--- src/rtl/bcd_convert_scheduler_pkg.sv ---
// Shared definitions for the two-requester BCD 8421-to-2421 conversion scheduler:
// FSM encoding, 2421 code constants and counter sizing.
package bcd_convert_scheduler_pkg;

  localparam int CNT_W = 8;
  localparam logic [CNT_W-1:0] CNT_ONE = CNT_W'(1);
  localparam logic [CNT_W-1:0] CNT_MAX = {CNT_W{1'b1}};

  typedef enum logic [1:0] {
    ST_IDLE = 2'b00,
    ST_CONV = 2'b01,
    ST_HOLD = 2'b10
  } state_e;

  // 2421 codes for decimal digits 0-9 (upper half uses the complementary form)
  localparam logic [3:0] C2421_0 = 4'b0000;
  localparam logic [3:0] C2421_1 = 4'b0001;
  localparam logic [3:0] C2421_2 = 4'b0010;
  localparam logic [3:0] C2421_3 = 4'b0011;
  localparam logic [3:0] C2421_4 = 4'b0100;
  localparam logic [3:0] C2421_5 = 4'b1011;
  localparam logic [3:0] C2421_6 = 4'b1100;
  localparam logic [3:0] C2421_7 = 4'b1101;
  localparam logic [3:0] C2421_8 = 4'b1110;
  localparam logic [3:0] C2421_9 = 4'b1111;

endpackage

--- src/rtl/bcd_convert_scheduler_if.sv ---
// Requester, result and status signals of the BCD conversion scheduler.
interface bcd_convert_scheduler_if;
  import bcd_convert_scheduler_pkg::*;

  logic             req0_valid;
  logic [3:0]       req0_data;
  logic             req0_ready;
  logic             req1_valid;
  logic [3:0]       req1_data;
  logic             req1_ready;
  logic             out_valid;
  logic [3:0]       out_data;
  logic             out_src;
  logic             out_err;
  logic             out_ready;
  logic             busy;
  logic [CNT_W-1:0] conv_count;
  logic [CNT_W-1:0] err_count;

  modport master (
    output req0_valid, req0_data, req1_valid, req1_data, out_ready,
    input  req0_ready, req1_ready, out_valid, out_data, out_src, out_err,
           busy, conv_count, err_count
  );

  modport slave (
    input  req0_valid, req0_data, req1_valid, req1_data, out_ready,
    output req0_ready, req1_ready, out_valid, out_data, out_src, out_err,
           busy, conv_count, err_count
  );

endinterface

--- src/rtl/bcd8421_to_2421.sv ---
// Purely combinational 8421 to 2421 digit converter; non-BCD inputs yield ERR_CODE
// with err raised.
module bcd8421_to_2421
  import bcd_convert_scheduler_pkg::*;
#(
  parameter logic [3:0] ERR_CODE = 4'b0000
) (
  input  logic [3:0] digit,
  output logic [3:0] code,
  output logic       err
);

  // Digit lookup; 10-15 fall through to the error code
  always_comb begin
    code = ERR_CODE;
    err  = 1'b1;
    case (digit)
      4'd0: begin code = C2421_0; err = 1'b0; end
      4'd1: begin code = C2421_1; err = 1'b0; end
      4'd2: begin code = C2421_2; err = 1'b0; end
      4'd3: begin code = C2421_3; err = 1'b0; end
      4'd4: begin code = C2421_4; err = 1'b0; end
      4'd5: begin code = C2421_5; err = 1'b0; end
      4'd6: begin code = C2421_6; err = 1'b0; end
      4'd7: begin code = C2421_7; err = 1'b0; end
      4'd8: begin code = C2421_8; err = 1'b0; end
      4'd9: begin code = C2421_9; err = 1'b0; end
      default: begin code = ERR_CODE; err = 1'b1; end
    endcase
  end

endmodule

--- src/rtl/bcd_convert_scheduler.sv ---
// Round-robin scheduler feeding one 8421-to-2421 converter from two requesters,
// holding each registered result until the consumer takes it.
module bcd_convert_scheduler
  import bcd_convert_scheduler_pkg::*;
#(
  parameter logic [3:0] ERR_CODE = 4'b0000
) (
  input  logic                   clk,
  input  logic                   rst_n,
  bcd_convert_scheduler_if.slave bus
);

  state_e           state_r;
  state_e           state_s;
  logic             prio_r;
  logic [3:0]       digit_r;
  logic             src_r;
  logic             out_valid_r;
  logic [3:0]       out_data_r;
  logic             out_src_r;
  logic             out_err_r;
  logic [CNT_W-1:0] conv_count_r;
  logic [CNT_W-1:0] err_count_r;
  logic             grant_valid_s;
  logic             grant_src_s;
  logic [3:0]       code_s;
  logic             code_err_s;

  bcd8421_to_2421 #(.ERR_CODE(ERR_CODE)) u_conv (
    .digit (digit_r),
    .code  (code_s),
    .err   (code_err_s)
  );

  // Arbitration: prio_r names the requester that wins a tie
  always_comb begin
    grant_valid_s = 1'b0;
    grant_src_s   = 1'b0;
    if (bus.req0_valid && bus.req1_valid) begin
      grant_valid_s = 1'b1;
      grant_src_s   = prio_r;
    end else if (bus.req0_valid) begin
      grant_valid_s = 1'b1;
      grant_src_s   = 1'b0;
    end else if (bus.req1_valid) begin
      grant_valid_s = 1'b1;
      grant_src_s   = 1'b1;
    end else begin
      grant_valid_s = 1'b0;
      grant_src_s   = 1'b0;
    end
  end

  // Ready is gated by rst_n so both stay low while reset is held
  assign bus.req0_ready = rst_n && (state_r == ST_IDLE) && grant_valid_s && !grant_src_s;
  assign bus.req1_ready = rst_n && (state_r == ST_IDLE) && grant_valid_s &&  grant_src_s;

  // Next-state logic
  always_comb begin
    state_s = state_r;
    case (state_r)
      ST_IDLE: begin
        if (grant_valid_s) state_s = ST_CONV;
        else               state_s = ST_IDLE;
      end
      ST_CONV: state_s = ST_HOLD;
      ST_HOLD: begin
        if (bus.out_ready) state_s = ST_IDLE;
        else               state_s = ST_HOLD;
      end
      default: state_s = ST_IDLE;
    endcase
  end

  // State register
  always_ff @(posedge clk or negedge rst_n) begin
    if (!rst_n) state_r <= ST_IDLE;
    else        state_r <= state_s;
  end

  // Capture, result register and delivery counters
  always_ff @(posedge clk or negedge rst_n) begin
    if (!rst_n) begin
      prio_r       <= 1'b0;
      digit_r      <= 4'b0000;
      src_r        <= 1'b0;
      out_valid_r  <= 1'b0;
      out_data_r   <= 4'b0000;
      out_src_r    <= 1'b0;
      out_err_r    <= 1'b0;
      conv_count_r <= '0;
      err_count_r  <= '0;
    end else begin
      case (state_r)
        ST_IDLE: begin
          if (grant_valid_s) begin
            digit_r <= grant_src_s ? bus.req1_data : bus.req0_data;
            src_r   <= grant_src_s;
            prio_r  <= !grant_src_s;
          end
        end
        ST_CONV: begin
          out_data_r  <= code_s;
          out_err_r   <= code_err_s;
          out_src_r   <= src_r;
          out_valid_r <= 1'b1;
        end
        ST_HOLD: begin
          if (bus.out_ready) begin
            out_valid_r  <= 1'b0;
            conv_count_r <= conv_count_r + CNT_ONE;
            if (out_err_r && (err_count_r != CNT_MAX)) begin
              err_count_r <= err_count_r + CNT_ONE;
            end
          end
        end
        default: out_valid_r <= 1'b0;
      endcase
    end
  end

  assign bus.out_valid  = out_valid_r;
  assign bus.out_data   = out_data_r;
  assign bus.out_src    = out_src_r;
  assign bus.out_err    = out_err_r;
  assign bus.busy       = (state_r != ST_IDLE);
  assign bus.conv_count = conv_count_r;
  assign bus.err_count  = err_count_r;

endmodule
--- src/flat_wrapper.sv ---
// flat-port wrapper written by rule: the top's interface ports become plain ports
module bcd_convert_scheduler_flat import bcd_convert_scheduler_pkg::*;
#(
  parameter logic [3:0] ERR_CODE = 4'b0000
)
  (clk, rst_n, bus_req0_valid, bus_req0_data, bus_req1_valid, bus_req1_data, bus_out_ready, bus_req0_ready, bus_req1_ready, bus_out_valid, bus_out_data, bus_out_src, bus_out_err, bus_busy, bus_conv_count, bus_err_count);
  bcd_convert_scheduler_if bus_i ();
  input  logic clk;
  input  logic rst_n;
  input wire logic [$bits(bus_i.req0_valid)-1:0] bus_req0_valid;
  input wire logic [$bits(bus_i.req0_data)-1:0] bus_req0_data;
  input wire logic [$bits(bus_i.req1_valid)-1:0] bus_req1_valid;
  input wire logic [$bits(bus_i.req1_data)-1:0] bus_req1_data;
  input wire logic [$bits(bus_i.out_ready)-1:0] bus_out_ready;
  output wire logic [$bits(bus_i.req0_ready)-1:0] bus_req0_ready;
  output wire logic [$bits(bus_i.req1_ready)-1:0] bus_req1_ready;
  output wire logic [$bits(bus_i.out_valid)-1:0] bus_out_valid;
  output wire logic [$bits(bus_i.out_data)-1:0] bus_out_data;
  output wire logic [$bits(bus_i.out_src)-1:0] bus_out_src;
  output wire logic [$bits(bus_i.out_err)-1:0] bus_out_err;
  output wire logic [$bits(bus_i.busy)-1:0] bus_busy;
  output wire logic [$bits(bus_i.conv_count)-1:0] bus_conv_count;
  output wire logic [$bits(bus_i.err_count)-1:0] bus_err_count;
  assign bus_i.req0_valid = bus_req0_valid;
  assign bus_i.req0_data = bus_req0_data;
  assign bus_i.req1_valid = bus_req1_valid;
  assign bus_i.req1_data = bus_req1_data;
  assign bus_i.out_ready = bus_out_ready;
  assign bus_req0_ready = bus_i.req0_ready;
  assign bus_req1_ready = bus_i.req1_ready;
  assign bus_out_valid = bus_i.out_valid;
  assign bus_out_data = bus_i.out_data;
  assign bus_out_src = bus_i.out_src;
  assign bus_out_err = bus_i.out_err;
  assign bus_busy = bus_i.busy;
  assign bus_conv_count = bus_i.conv_count;
  assign bus_err_count = bus_i.err_count;
  bcd_convert_scheduler #(.ERR_CODE(ERR_CODE)) u_core (.clk(clk), .rst_n(rst_n), .bus(bus_i));
endmodule
--- config.mk ---
export PLATFORM = sky130hd
export DESIGN_NAME = bcd_convert_scheduler_flat
export DESIGN_NICKNAME = d
export VERILOG_FILES = /design/src/rtl/bcd_convert_scheduler_pkg.sv /design/src/rtl/bcd_convert_scheduler_if.sv /design/src/rtl/bcd8421_to_2421.sv /design/src/rtl/bcd_convert_scheduler.sv /design/src/flat_wrapper.sv
export SDC_FILE = /design/constraint.sdc
export NUM_CORES = 1
export LEC_CHECK = 0
export ABC_AREA = 1
export BUFFER_PORTS_ARGS = -buffer_cell sky130_fd_sc_hd__buf_4
export CAP_MARGIN = 20
export CORE_ASPECT_RATIO = 1.2
export CORE_UTILIZATION = 45
export CTS_BUF_LIST = sky130_fd_sc_hd__clkbuf_2
export DETAILED_ROUTE_END_ITERATION = 12
export PLACE_DENSITY = 0.83
export REMOVE_ABC_BUFFERS = 1
export SLEW_MARGIN = 40
export SYNTH_ARGS = -nofsm -noshare
export SYNTH_HDL_FRONTEND = slang
export SYNTH_HIERARCHICAL = 1
export SYNTH_SLANG_ARGS = --single-unit
export TNS_END_PERCENT = 1
--- constraint.sdc ---
create_clock -name clk -period 1.25 [get_ports clk]
set_input_delay 0.0625 -clock clk [delete_from_list [all_inputs] [get_ports clk]]
set_output_delay 0.0625 -clock clk [all_outputs]
set_load 0.01 [all_outputs]
==> results.json, run 1 <==
{
  "finalSetupTns_ps": -534,
  "pwr-share-clk_pct": 12.3,
  "ir_drop_mv": 1.36,
  "ys_warn_count": 6,
  "final_cells": 326,
  "wl_met2_um": 1990,
  "reg2reg_to": "u_core/bus.err_count[5]",
  "root_buffer": "clkbuf_2",
  "cts_max_path_buffers": 2,
  "crit_type": "register to output pin",
  "swShare_pct": 41.4,
  "violations": "setup timing",
  "grt_overflow": 0,
  "power.internal_w": 0.00237,
  "via_per_inst": 4.82,
  "cp-startpoint": "u_core/state_r[1]",
  "layout-drive-gt1-share_pct": 31.5,
  "place_hpwl_um": 2580,
  "max_freq_ghz": 0.656,
  "final_common_cell": "nand2_1",
  "io_pins": 39,
  "cts_htree_levels": 2,
  "pre_cts_slack_ps": -24.8,
  "grt_use_total_pct": 21.8,
  "end_kind": "output pin",
  "power_frac_comb_pct": 47.2,
  "cp-endpoint": "bus_req0_ready",
  "grt_pass1_wl_um": 6340,
  "numCtsBuffers": 5,
  "cts_sinks": 31,
  "p_sw_w": 0.00167,
  "finalInstanceArea_sq_mm": 0.00227,
  "dieArea_sq_mm": 0.00381,
  "clk_pin_slew_worst_paths_ps": 160,
  "clock_latency_ps": 380,
  "wl_met3_um": 178,
  "synth_area_sq_mm": 0.00160,
  "rsz0062_at_grt": "yes",
  "wl_um": 3820,
  "maxCapViolCount": 0,
  "min_path_cells": 5,
  "reg2reg_from": "u_core/bus.err_count[1]",
  "tightest_slew_ps": 398,
  "dp_cells": 303,
  "ys_types": 20,
  "syn2layout_area_growth_pct": 41.9,
  "rows": 23,
  "status": "complete, but fails checks",
  "finalSetupViolations": 6,
  "syn_avg_cell_area_sq_um": 7.45,
  "crit_path_max_fanout": 4,
  "met1_length_um": 1540,
  "post-route-period-util_pct": 122,
  "arrival_ps": 1460,
  "vias": 1570,
  "cts_tree": "built",
  "required_ps": 1190,
  "setup_ws_ps": -275,
  "drt_iter0_drc": 62,
  "initial_utilization_pct": 47.6,
  "firstDrtPassIters": 4,
  "netlist_instances": 215,
  "antennaDiodeCount": 0,
  "layout_common_cells": "nand2_1, buf_4, dfrtp_1",
  "power_density_mw_per_mm2": 1780,
  "power_w": 0.00404,
  "place.gp.congestion": 0.808,
  "reg2reg_slack_ps": -10,
  "slew_viol_final": 0,
  "die_h_um": 67.4,
  "drc": 0,
  "hold_viol": 0,
  "coreArea_sq_mm": 0.00337,
  "r2r_cells": 7,
  "ys_seq_area_share_pct": 48.4,
  "finClkSkew_ps": 18.7,
  "leakagePower_nw": 1.24,
  "synth_seq_cells": 31,
  "post_drt_wl_per_cell_um": 11.7,
  "fin_crit_ps": 1520,
  "ant_nets": 0,
  "antenna_found_initial": 0,
  "maxSlewHeadroom_pct": 73.5,
  "placedInstanceArea_sq_mm": 0.00203,
  "highest_layer": "met4",
  "hold_path_class": "input pin to register",
  "power_frac_seq_pct": 40.5,
  "grt_max_degree": 32,
  "nets": 303,
  "cp-start-kind": "register",
  "portBuffers": 38,
  "fp.dieW_um": 56.5,
  "grt_pass1_vias": 1557
}
## worst max-delay path, stage by stage, from the launching register on
cell     delay (ps)
dfrtp_1         430
inv_2            70
nand2_4          60
a21oi_4         170
inv_2            80
nor3_4          140
buf_6           130
## timing repair
item | in CTS | in global routing
setup buffers | 4 | 1
hold endpoints to repair | 37 | 0
setup endpoints to repair | 16 | 26
gates resized for setup | 8 | 16
hold buffers | 10 | 0
pin swaps | 0 | 4
## flip-flops by register name (all words and copies together), names as in the netlist
| name | count |
|---|---|
| u_core/bus.conv_count | 8 |
| u_core/bus.err_count | 8 |
| u_core/bus.out_data | 4 |
| u_core/digit_r | 4 |
| u_core/state_r | 2 |
| u_core/bus.out_err | 1 |
| u_core/bus.out_src | 1 |
| u_core/bus.out_valid | 1 |
| u_core/prio_r | 1 |
| u_core/src_r | 1 |
## layout make-up
| cell class | instances | area [sq um] |
|---|---|---|
| Fill cell | 274 | 1090 |
| Sequential cell | 31 | 778 |
| Multi-Input combinational cell | 154 | 773 |
| Timing Repair Buffer | 66 | 524 |
| Inverter | 30 | 113 |
| Tap cell | 37 | 46.3 |
| Clock buffer | 7 | 35.0 |
| Clock inverter | 1 | 5.00 |
## synthesized netlist by cell type
master	number	area share (%)
nand2_1	93	22
dfrtp_1	31	48
inv_1	28	6.6
nor2_1	20	4.7
o21ai_0	8	2.5
nand3_1	7	2.2
o21ai_1	5	1.6
xor2_1	4	2.2
nand4_1	3	1.2
ha_1	2	1.6
inv_2	2	0.47
nand3_2	2	1.2
o21ai_2	2	1.1
xnor2_1	2	1.1
a21oi_2	1	0.55
a21oi_4	1	1.0
nand3b_1	1	0.47
nor2_2	1	0.39
nor3_2	1	0.62
o21a_1	1	0.47
## logic make-up (layout without fill, tap and decap cells)
family          Yosys count  after routing  synth area share (%)
compound gates           18             18                  7.18
xor+xnor                  6              6                  3.28
fa+ha+maj                 2              2                  1.56
buf+inv                  30            104                  7.03
flops                    31             31                  48.4
simple gates            128            128                  32.6
## routing by layer
metal	vias up	global-route usage (%)
met4	0	10.7
li1	805	-
met1	713	22.8
met5	-	0
met3	13	7.09
met2	39	39.6
## per-stage QoR
step / hold WS, ps / utilization [%]
2_1_floorplan: -233 / -
6_report: 127 / 67.6
4_1_cts: 63.1 / 66.1
3_3_place_gp: 129 / 60.3
5_1_grt: 146 / 67.6
3_5_place_dp: 122 / 60.3
## power by group through the flow
stage	logic [W]	registers [W]	clock network (W)
final	0.00191	0.00164	0.000498
after global routing	0.00213	0.00168	0.000551
after CTS	0.00181	0.00162	0.000516
after detailed placement	0.00162	0.00165	0
after global placement	0.00157	0.00164	0
after floorplan	0.000827	0.00171	0
## how the worst min path moves through the flow
stage              startpoint                        to  slack [ps]
2_1_floorplan           rst_n  u_core/bus.conv_count[0]        -230
3_3_place_gp            rst_n  u_core/bus.conv_count[7]         130
3_5_place_dp            rst_n   u_core/bus.err_count[5]         120
4_1_cts        bus_req1_valid              u_core/src_r          60
5_1_grt        bus_req1_valid             u_core/prio_r         150
6_report       bus_req1_valid              u_core/src_r         130
(Power assumes the default switching activity.)
==> run 2, diff against run 1 <==
- SETUP_SLACK_MARGIN: not set -> 0.02
==> run 2 against run 1 <==
The run still ends with setup timing left. Core utilization is 0.074 points higher. Clock power barely moved. Die area unchanged. Wire length stayed put. Register-to-register slack about the same. Clock skew did not move. First-iteration DRC count stayed put. Flip-flop and latch count unchanged. Sequential power about the same. Cell count is the same. Setup slack is the same. Fmax unchanged. Critical path type unchanged. Critical endpoint unchanged. Highest routed layer unchanged.
==> results.json, run 2 (same netlist as run 1, synthesis figures left out) <==
{
  "status": "complete, but fails checks",
  "violations": "setup timing",
  "drt_iter0_drc": 62,
  "hold_ws_ps": 127,
  "portBuffers": 38,
  "grt_pass1_wl_um": 6340,
  "antenna_found_initial": 0,
  "initial_utilization_pct": 47.6,
  "crit_type": "register to output pin",
  "grt_max_degree": 32,
  "placedInstanceArea_sq_mm": 0.00203,
  "utilization_pct": 67.6,
  "required_ps": 1190,
  "crit_path_max_fanout": 4,
  "finalInstanceArea_sq_mm": 0.00228,
  "dieArea_sq_mm": 0.00381,
  "fp.dieW_um": 56.5,
  "reg2reg_from": "u_core/bus.err_count[1]",
  "rows": 23,
  "tightest_slew_ps": 398,
  "syn2layout_area_growth_pct": 42.1,
  "wl_um": 3820,
  "clock_latency_ps": 380,
  "grt_pass1_vias": 1557,
  "arrival_ps": 1460,
  "via_per_inst": 4.82,
  "clk_pin_slew_worst_paths_ps": 160,
  "rsz0062_at_grt": "yes",
  "io_pins": 39,
  "numCtsBuffers": 5,
  "die_h_um": 67.4,
  "root_buffer": "clkbuf_2",
  "vias": 1571,
  "place.gp.congestion": 0.808,
  "finalSetupViolations": 6,
  "grt_overflow": 0,
  "power_density_mw_per_mm2": 1780,
  "hold_viol": 0,
  "nets": 303,
  "end_kind": "output pin",
  "place_hpwl_um": 2580,
  "pre_cts_slack_ps": -24.8,
  "layout-drive-gt1-share_pct": 31.8,
  "max_freq_ghz": 0.656,
  "leakagePower_nw": 1.24,
  "coreArea_sq_mm": 0.00337,
  "ant_nets": 0,
  "layout_common_cells": "nand2_1, buf_4, dfrtp_1",
  "drc": 0,
  "fin_crit_ps": 1520,
  "grt_use_total_pct": 21.8,
  "post-route-period-util_pct": 122,
  "antennaDiodeCount": 0,
  "cp-start-kind": "register",
  "cp-startpoint": "u_core/state_r[1]",
  "cts_tree": "built",
  "cts_htree_levels": 2,
  "firstDrtPassIters": 4,
  "maxCapViolCount": 0,
  "cts_sinks": 31,
  "final_common_cell": "nand2_1",
  "finClkSkew_ps": 18.7,
  "ir_drop_mv": 1.36,
  "setup_ws_ps": -275,
  "maxSlewHeadroom_pct": 73.5,
  "cts_max_path_buffers": 2,
  "hold_start": "bus_req1_valid",
  "slew_viol_final": 0,
  "hold_path_class": "input pin to register",
  "post_drt_wl_per_cell_um": 11.7
}
run 2: area by class of cell:
cell class	count	area (sq um)
well taps	37	46.3
multi-input cells	154	776
clock buffers	7	35.0
clock inverters	1	5.00
inverters	30	113
fillers	274	1090
flip-flops and latches	31	778
repair buffers	66	524
run 2: critical path, cell delays in order (launching register included):
cell and delay, ps:
dfrtp_1 430, inv_2 70, nand2_4 60, a21oi_4 170, inv_2 80, nor3_4 140
buf_6 130
run 2: path summary, 6_finish.rpt:
| check | depth (start not counted) | slack, ps | to |
|---|---|---|---|
| worst max-delay path | 6 | -270 | bus_req0_ready |
| worst min-delay path | 5 | 130 | u_core/src_r |
| worst max register to register | 7 | -10 | u_core/bus.err_count[5] |
| worst min register to register | 2 | 510 | u_core/bus.out_data[3] |
| max in group asynchronous | 3 | 710 | u_core/bus.conv_count[3] |
| min in group asynchronous | 3 | 230 | u_core/bus.err_count[7] |
run 2: layer usage:
metal	global-route usage [%]	vias to the layer above	share of wire [%]	wire [um]
met3	7.09	13	4.7	178
met2	39.6	39	52	1990
met5	0	-	0	0
li1	-	805	-	-
met1	22.8	714	40	1540
met4	10.7	0	3.1	117
run 2: through the flow:
| step | std cells | power (W) | setup TNS (ps) |
|---|---|---|---|
| 6_report | 326 | 0.00404 | -534 |
| 5_1_grt | 326 | 0.00436 | -1360 |
| 4_1_cts | 325 | 0.00395 | -502 |
| 3_5_place_dp | 303 | 0.00327 | -140 |
| 3_3_place_gp | 303 | 0.00321 | 0 |
| 2_1_floorplan | 215 | 0.00254 | -544 |
run 2: repair_timing:
item	in CTS	in global routing
resized for setup	9	16
hold buffers	10	0
pin swaps	0	4
setup endpoints to repair	20	22
setup buffers	4	1
hold endpoints to repair	37	0
cloned	0	0
run 2: where the power goes:
group	total [W]	switching [W]	internal, W
registers	0.00164	0.000305	0.00133
clock network	0.000498	0.000346	0.000153
logic	0.00191	0.00102	0.000883
total	0.00404	0.00167	0.00237
==> run 3, diff against run 2 <==
- CAP_MARGIN: 20 -> 0
- CTS_BUF_LIST: sky130_fd_sc_hd__clkbuf_2 -> sky130_fd_sc_hd__clkbuf_8
- clock period: 1.25 -> 1.3 ns (I/O delays scaled with it)
==> run 3 against run 2 <==
The flow still finishes with violations (setup timing). Clock skew decreased by 15 ps. Clock power increased by 35%. Via count decreased by 1.3%. Non-clock buffer count decreased by 12. Global-route usage decreased by 2.0 points. Sequential power decreased by 4%. Critical path depth unchanged. Wire length decreased by 6.3%. Final area decreased by 4.3%. First-iteration DRC count increased by 8.1%. Clock-buffer cell count decreased by 2. Register-to-register slack about the same. Largest cell class unchanged.
==> results.json, run 3 (same netlist as run 1, synthesis figures left out) <==
{
  "status": "complete, but fails checks",
  "violations": "setup timing",
  "place.gp.congestion": 0.770,
  "r2r_cells": 6,
  "tightest_slew_ps": 392,
  "rsz0062_at_grt": "yes",
  "place_hpwl_um": 2460,
  "coreArea_sq_mm": 0.00337,
  "cpMaxStageDelayCell": "dfrtp_1",
  "die_h_um": 67.4,
  "dieArea_sq_mm": 0.00381,
  "end_kind": "output pin",
  "grt_overflow": 0,
  "min_path_cells": 2,
  "cp-start-kind": "register",
  "pre_cts_slack_ps": -36.6,
  "ant_nets": 0,
  "crit_type": "register to output pin",
  "crit_family": "flip-flops",
  "arrival_ps": 1360,
  "placedInstanceArea_sq_mm": 0.00200,
  "vias": 1551,
  "antennaDiodeCount": 0,
  "layout_common_cells": "nand2_1, buf_4, dfrtp_1",
  "portBuffers": 38,
  "wl_um": 3580,
  "hold_viol": 0,
  "clock_latency_ps": 280,
  "fin_crit_ps": 1420,
  "cts_sinks": 31,
  "layout-drive-gt1-share_pct": 29.1,
  "initial_utilization_pct": 47.6,
  "cts_max_path_buffers": 2,
  "syn2layout_area_growth_pct": 35.9,
  "finalSetupViolations": 2,
  "via_per_inst": 4.97,
  "hold_path_class": "input pin to register",
  "io_pins": 39,
  "cts_htree_levels": 2,
  "firstDrtPassIters": 4,
  "grt_use_total_pct": 19.8,
  "crit_chain": "inv_2 > nand2_4 > a21oi_4 > nand2_1 > nor2_1 > buf_4",
  "ir_drop_mv": 1.34,
  "power_w": 0.00405,
  "post_drt_wl_per_cell_um": 11.5,
  "antenna_found_initial": 0,
  "final_cells": 312,
  "numCtsBuffers": 5,
  "rows": 23,
  "reg2reg_from": "u_core/state_r[0]",
  "maxSlewHeadroom_pct": 73.9,
  "finClkSkew_ps": 3.70,
  "drc": 0,
  "reg2reg_to": "u_core/bus.err_count[1]",
  "worst-path-buf-inv": 2,
  "post-route-period-util_pct": 109,
  "drt_iter0_drc": 67,
  "final_common_cell": "nand2_1",
  "hold_end": "u_core/state_r[1]",
  "crit_path_max_fanout": 4,
  "worst_path_largest_cell_delay_ps": 400,
  "reg2reg_slack_ps": 0,
  "root_buffer": "clkbuf_8",
  "fp.dieW_um": 56.5,
  "cp-startpoint": "u_core/state_r[1]",
  "leakagePower_nw": 1.19,
  "cts_tree": "built",
  "dp_cells": 299,
  "hold_start": "bus_out_ready",
  "grt_pass1_wl_um": 5640,
  "required_ps": 1240,
  "grt_max_degree": 32,
  "setup_ws_ps": -123,
  "nets": 291,
  "max_freq_ghz": 0.703,
  "power_density_mw_per_mm2": 1860,
  "grt_pass1_vias": 1335,
  "maxCapViolCount": 0,
  "clk_pin_slew_worst_paths_ps": 60,
  "slew_viol_final": 0,
  "finalInstanceArea_sq_mm": 0.00218
}
-- run 3: layout make-up --
| class | instances | area, sq um |
|---|---|---|
| tap | 37 | 46.3 |
| inverter | 30 | 113 |
| clock buffer | 5 | 68.8 |
| timing repair buffer | 54 | 412 |
| multi-input combinational | 154 | 759 |
| clock inverter | 1 | 3.75 |
| sequential | 31 | 776 |
| fill | 297 | 1190 |
-- run 3: through the flow --
| stage | TNS, ps | util [%] | hold slack, ps |
|---|---|---|---|
| 2_1_floorplan | -144 | - | -231 |
| 3_3_place_gp | 0 | 59.5 | 133 |
| 3_5_place_dp | -71.8 | 59.5 | 136 |
| 4_1_cts | -175 | 63.0 | 9.37 |
| 5_1_grt | -592 | 64.7 | 49.6 |
| 6_report | -235 | 64.7 | 23.7 |
-- run 3: repair_timing --
action / CTS / global route
buffers inserted: 2 / 4
endpoints found under the hold margin: 31 / 0
hold buffers: 1 / 0
resized for setup: 6 / 11
cloned: 0 / 0
endpoints found under the setup margin: 10 / 17
pin swaps: 1 / 6
-- run 3: worst reg2reg max path, delay by kind of cell (launching register included) --
family	cells	cell delay (ps)
AO/OA/AOI/OAI	1	280
AND/OR/NAND/NOR	3	340
buffers and inverters	2	220
flip-flops	1	390
-- run 3: report_power, final --
group | total, W | leakage [nW] | switching (W) | internal [W]
logic | 0.00181 | 0.747 | 0.000963 | 0.000852
clock network | 0.000672 | 0.0413 | 0.000324 | 0.000348
registers | 0.00157 | 0.400 | 0.000283 | 0.00128
-- run 3: worst max path at each step --
stage                                          to  slack, ps  depth (start not counted)
after floorplan           u_core/bus.err_count[0]        -20                          6
after global routing               bus_req1_ready       -190                          6
final                              bus_req1_ready       -120                          6
after CTS                          bus_req0_ready       -100                          6
after global placement    u_core/bus.err_count[2]         40                          6
after detailed placement  u_core/bus.err_count[0]        -40                          6
-- run 3: per-layer routing --
layer / vias to the layer above / part of all wire (%) / track usage [%]
met5: - / 0 / 0
met4: 0 / 2.3 / 12.5
met3: 11 / 4.6 / 5.17
met2: 43 / 52 / 33.7
met1: 722 / 41 / 22.3
li1: 775 / - / -
